==> src/rtl/riscv_defs_pkg.sv <==
// Shared definitions for the RISC-V fetch path: instruction-TCM responder
// state encodings and common widths.
package riscv_defs_pkg;

    localparam int unsigned XLEN   = 32;
    localparam int unsigned WAIT_W = 4;

    typedef enum logic [1:0] {
        ICRESP_IDLE = 2'd0,
        ICRESP_WAIT = 2'd1,
        ICRESP_RESP = 2'd2
    } icresp_state_e;

endpackage

==> src/rtl/riscv_icache_responder.sv <==
// Instruction-fetch responder for cacheless builds: one outstanding fetch,
// one SRAM word read per request, programmable response latency.
module riscv_icache_responder
    import riscv_defs_pkg::*;
#(
    parameter int unsigned MEM_WORDS   = 4096,
    parameter logic [31:0] BASE_ADDR   = 32'h0000_0000,
    parameter int unsigned WAIT_STATES = 0,
    localparam int unsigned AW         = $clog2(MEM_WORDS)
) (
    input  logic          clk_i,
    input  logic          rst_ni,
    input  logic          icache_rd_i,
    input  logic [31:0]   icache_pc_i,
    input  logic          icache_flush_i,
    input  logic          icache_invalidate_i,
    output logic          icache_accept_o,
    output logic          icache_valid_o,
    output logic          icache_error_o,
    output logic [31:0]   icache_inst_o,
    output logic [31:0]   icache_inst_pc_o,
    output logic          mem_rd_o,
    output logic [AW-1:0] mem_addr_o,
    input  logic [31:0]   mem_rdata_i
);

    localparam bit BYPASS = (WAIT_STATES == 0);

    icresp_state_e     state_q;
    logic [WAIT_W-1:0] wait_q;
    logic              ready_q;
    logic              err_q;
    logic              rd_q;
    logic [XLEN-1:0]   pc_q;
    logic [XLEN-1:0]   data_q;

    logic [XLEN-1:0]   offset;
    logic              fault;
    logic              handshake;
    logic              unused_c;

    // Address decode on the live request PC.
    assign offset = icache_pc_i - BASE_ADDR;
    assign fault  = (icache_pc_i[1:0] != 2'b00) || (offset >= 32'(4 * MEM_WORDS));

    // Handshake and response strobe; a flush suppresses both.
    always_comb begin
        icache_accept_o = 1'b0;
        icache_valid_o  = 1'b0;
        if (!icache_flush_i) begin
            case (state_q)
                ICRESP_IDLE: icache_accept_o = ready_q;
                ICRESP_RESP: begin
                    icache_accept_o = 1'b1;
                    icache_valid_o  = 1'b1;
                end
                default:     icache_accept_o = 1'b0;
            endcase
        end
    end

    assign handshake  = icache_rd_i && icache_accept_o;
    assign mem_rd_o   = handshake && !fault;
    assign mem_addr_o = offset[AW+1:2];

    // With no wait states the SRAM output is still valid in the response cycle.
    assign icache_error_o   = icache_valid_o && err_q;
    assign icache_inst_o    = (icache_valid_o && !err_q) ? (BYPASS ? mem_rdata_i : data_q) : '0;
    assign icache_inst_pc_o = pc_q;

    assign unused_c = ^{icache_invalidate_i, offset};

    always_ff @(posedge clk_i or negedge rst_ni) begin
        if (!rst_ni) begin
            state_q <= ICRESP_IDLE;
            wait_q  <= '0;
            ready_q <= 1'b0;
            err_q   <= 1'b0;
            rd_q    <= 1'b0;
            pc_q    <= '0;
            data_q  <= '0;
        end else begin
            ready_q <= 1'b1;
            rd_q    <= mem_rd_o;
            if (rd_q) begin
                data_q <= mem_rdata_i;
            end
            if (handshake) begin
                pc_q  <= icache_pc_i;
                err_q <= fault;
            end

            if (icache_flush_i) begin
                state_q <= ICRESP_IDLE;
                wait_q  <= '0;
            end else if (handshake) begin
                if (BYPASS) begin
                    state_q <= ICRESP_RESP;
                end else begin
                    state_q <= ICRESP_WAIT;
                    wait_q  <= WAIT_W'(WAIT_STATES);
                end
            end else begin
                case (state_q)
                    ICRESP_WAIT: begin
                        wait_q <= wait_q - WAIT_W'(1);
                        if (wait_q == WAIT_W'(1)) begin
                            state_q <= ICRESP_RESP;
                        end
                    end
                    ICRESP_RESP: state_q <= ICRESP_IDLE;
                    default:     state_q <= ICRESP_IDLE;
                endcase
            end
        end
    end

endmodule

==> config.mk <==
export PLATFORM = sky130hd
export DESIGN_NAME = riscv_icache_responder
export DESIGN_NICKNAME = d
export VERILOG_FILES = /design/src/rtl/riscv_defs_pkg.sv /design/src/rtl/riscv_icache_responder.sv
export SDC_FILE = /design/constraint.sdc
export NUM_CORES = 1
export LEC_CHECK = 0
export CELL_PAD_IN_SITES_DETAIL_PLACEMENT = 1
export CELL_PAD_IN_SITES_GLOBAL_PLACEMENT = 1
export CORE_UTILIZATION = 25
export CTS_CLUSTER_SIZE = 10
export DETAILED_ROUTE_END_ITERATION = 6
export HOLD_SLACK_MARGIN = 0.05
export PLACE_DENSITY = 0.83
export SLEW_MARGIN = 20
export SYNTH_ARGS = -nofsm -noshare
export SYNTH_HDL_FRONTEND = slang
export SYNTH_SLANG_ARGS = --single-unit
==> constraint.sdc <==
create_clock -name clk_i -period 3.4 [get_ports clk_i]
set_clock_uncertainty 0.2 [all_clocks]
set_input_delay 0.34 -clock clk_i [delete_from_list [all_inputs] [get_ports clk_i]]
set_output_delay 0.34 -clock clk_i [all_outputs]
set_load 0.02 [all_outputs]
==> results.tsv <==
metric	value	unit
status	complete, no violations	
worst_pin_slew	0.787	ns
avgViaCountPerCell	4.22	
cts_made_buffers	5	
yosysTopAreaCellShare	48.5	%
synth-async-reset-ratio	100	%
cp_data_arrival_time	2.31	ns
synthTopCellsByArea	dfrtp_1 (48%), mux2_4 (23%), and2_1 (11%)	
start_util	26.3	%
end_kind	primary output	
grt_pass1_vias	1618	
synth-seq-cells	35	
cts_root_buffer	clkbuf_8	
max_freq	351	MHz
synth-xor-area-share	0	%
crit_type	in2out	
clk_pin_slew	0.07	ns
drv_slew	0	
clk_latency	0.28	ns
tns	0	ns
rsz0062_at_grt	no	
dp_hpwl	4.22	mm
wl_per_cell	14.5	um
drt_first_pass_iters	4	
die_area	7570	um2
std_cell_rows	30	
r2r_end	icache_inst_pc_o[25]	
final_util	49.1	%
synthSimpleGateAreaFrac	16.3	%
synth-compound-area-share	1.52	%
synth.most_common_cell	dfrtp_1	
die_w	87.0	um
yosysWarnings	0	
coreArea	6870	um2
area_growth	86.6	%
cts_buffer_depth	2	
power.density	399	nW/um2
hold_path.class	reg2reg	
min_from	icache_inst_pc_o[24]	
cts_tree	yes	
min_path_cells	1	
synth.area.mux_share	25.8	%
grt_overflow	0	
drc	0	
synth_adder_area_share	0	%
synth_area	1810	um2
place_congestion	0.663	
timing.hold.ws	0.310	ns
worstPathRequired	2.86	ns
r2r_start	state_q[1]	
yosys-top-cells-count	dfrtp_1 (35), and2_1 (33), mux2_4 (28)	
grt_usage	14.0	%
synth_top_family_by_area	multiplexers	
port_buffers	147	
synth_edf_count	0	
syn-num-nets	203	
ys.flop_type	dfrtp_1	
diodes	0	
reg2reg_depth	4	
hold_viol_final	0	
drive_gt1_share	17.2	%
maxCapViolCount	0	
reg2reg_slack	1.47	ns
clock-sinks	35	
slew-limit-headroom	47.6	%
hold_path_end	icache_inst_pc_o[24]	
leakage	1.45	nW
die_y	87.0	um
netlist_instances	134	
setup_viol	0	
worstSetupStartpointType	primary input	
yosysTopAreaCell	dfrtp_1	
ir_worst_vdd	0.000181	V
ys_types	20	
final.period_utilization	83.9	%
period_minus_slack	2.85	ns
antenna_found_initial	0	
cts_resized	0	
wl	5.37	mm
num_vias	1560	
grt_max_degree	36	
fin_nets	342	
synth_area_per_cell	13.5	um2
htreeDepth	2	
ys_seq_area_share	48.5	%
ios	149	
grt_pass1_wl	8.08	mm
crit_fanout	2	
detail-route-antenna-nets	0	
first_iter_violations	45	
## through the flow
stage	total power [mW]	setup slack [ns]	cells	instance area (um2)
4_1_cts	1.37	0.410	370	3370
3_5_place_dp	1.05	0.429	361	3270
2_1_floorplan	0.780	1.48	134	1810
5_1_grt	1.41	0.392	370	3370
6_report	1.34	0.549	370	3370
3_3_place_gp	1.04	0.438	361	3270
## timing repair
action / in CTS / in global routing
hold buffers: 1 / 0
setup endpoints to repair: 0 / 0
hold endpoints to repair: 35 / 0
buffers inserted: 0 / 0
## how the worst max path moves through the flow
stage,startpoint,end,slack [ns],depth (start not counted)
final,icache_pc_i[1],mem_rd_o,0.55,5
after global routing,icache_pc_i[24],mem_rd_o,0.39,5
after CTS,icache_pc_i[1],mem_rd_o,0.41,5
after detailed placement,icache_pc_i[1],mem_rd_o,0.43,5
after global placement,icache_pc_i[24],mem_rd_o,0.44,5
after floorplan,icache_flush_i,mem_rd_o,1.48,4
## sequential cells by signal, indices dropped and copies added, names as in the netlist
register and cells:
icache_inst_pc_o 32, err_q 1, ready_q 1, state_q 1
## cells by family (layout without fill, tap and decap cells)
family,count (synthesis),after routing
AO/OA/AOI/OAI,3,3
flip-flops,35,35
buffers and inverters,19,159
other,1,1
multiplexers,32,32
AND/OR/NAND/NOR,44,44
## report_power, final
group	leakage [nW]	total (mW)	internal (mW)	switching (mW)
registers	0.412	0.537	0.493	0.0447
logic	0.998	0.507	0.307	0.200
clock network	0.0402	0.300	0.143	0.158
## metal layers
| layer | wire, um | up-vias | track usage [%] | share of wire, % |
|---|---|---|---|---|
| li1 | - | 711 | - | - |
| met1 | 1960 | 744 | 14.4 | 36 |
| met2 | 2680 | 103 | 25.8 | 50 |
| met3 | 716 | 2 | 6.45 | 13 |
| met4 | 10 | 0 | 3.18 | 0.19 |
| met5 | 0 | - | 0 | 0 |
## worst max-delay path, cell delays in order
cell and delay (ns):
clkdlybuf4s50_1 0.42, nor4_1 0.43, and3_1 0.25, nor4b_2 0.20
clkdlybuf4s50_1 0.67
## layout make-up
cell class                      instances  area [um2]
Clock inverter                          3        20.0
Multi-Input combinational cell         80         792
Sequential cell                        35         876
Inverter                                1        3.75
Tap cell                               96         120
Clock buffer                            5        68.8
Fill cell                             742        3500
Timing Repair Buffer                  150        1490
## cells in the final DEF (no fill, tap or decap), drive strengths merged
cell,netlist,final
a21oi,1,1
a31oi,1,1
and2,33,33
and2b,2,2
and3,1,1
buf,15,3
clkbuf,3,5
clkdlybuf4s50,0,146
clkinv,0,1
clkinvlp,0,2
conb,1,1
dfrtp,35,35
dlygate4sd3,0,1
inv,1,1
mux2,32,32
nand2,1,1
nor2,1,1
nor4,3,3
nor4b,1,1
o21ba,1,1
or4,2,2
No activity file was read; power rests on OpenSTA's default activity.
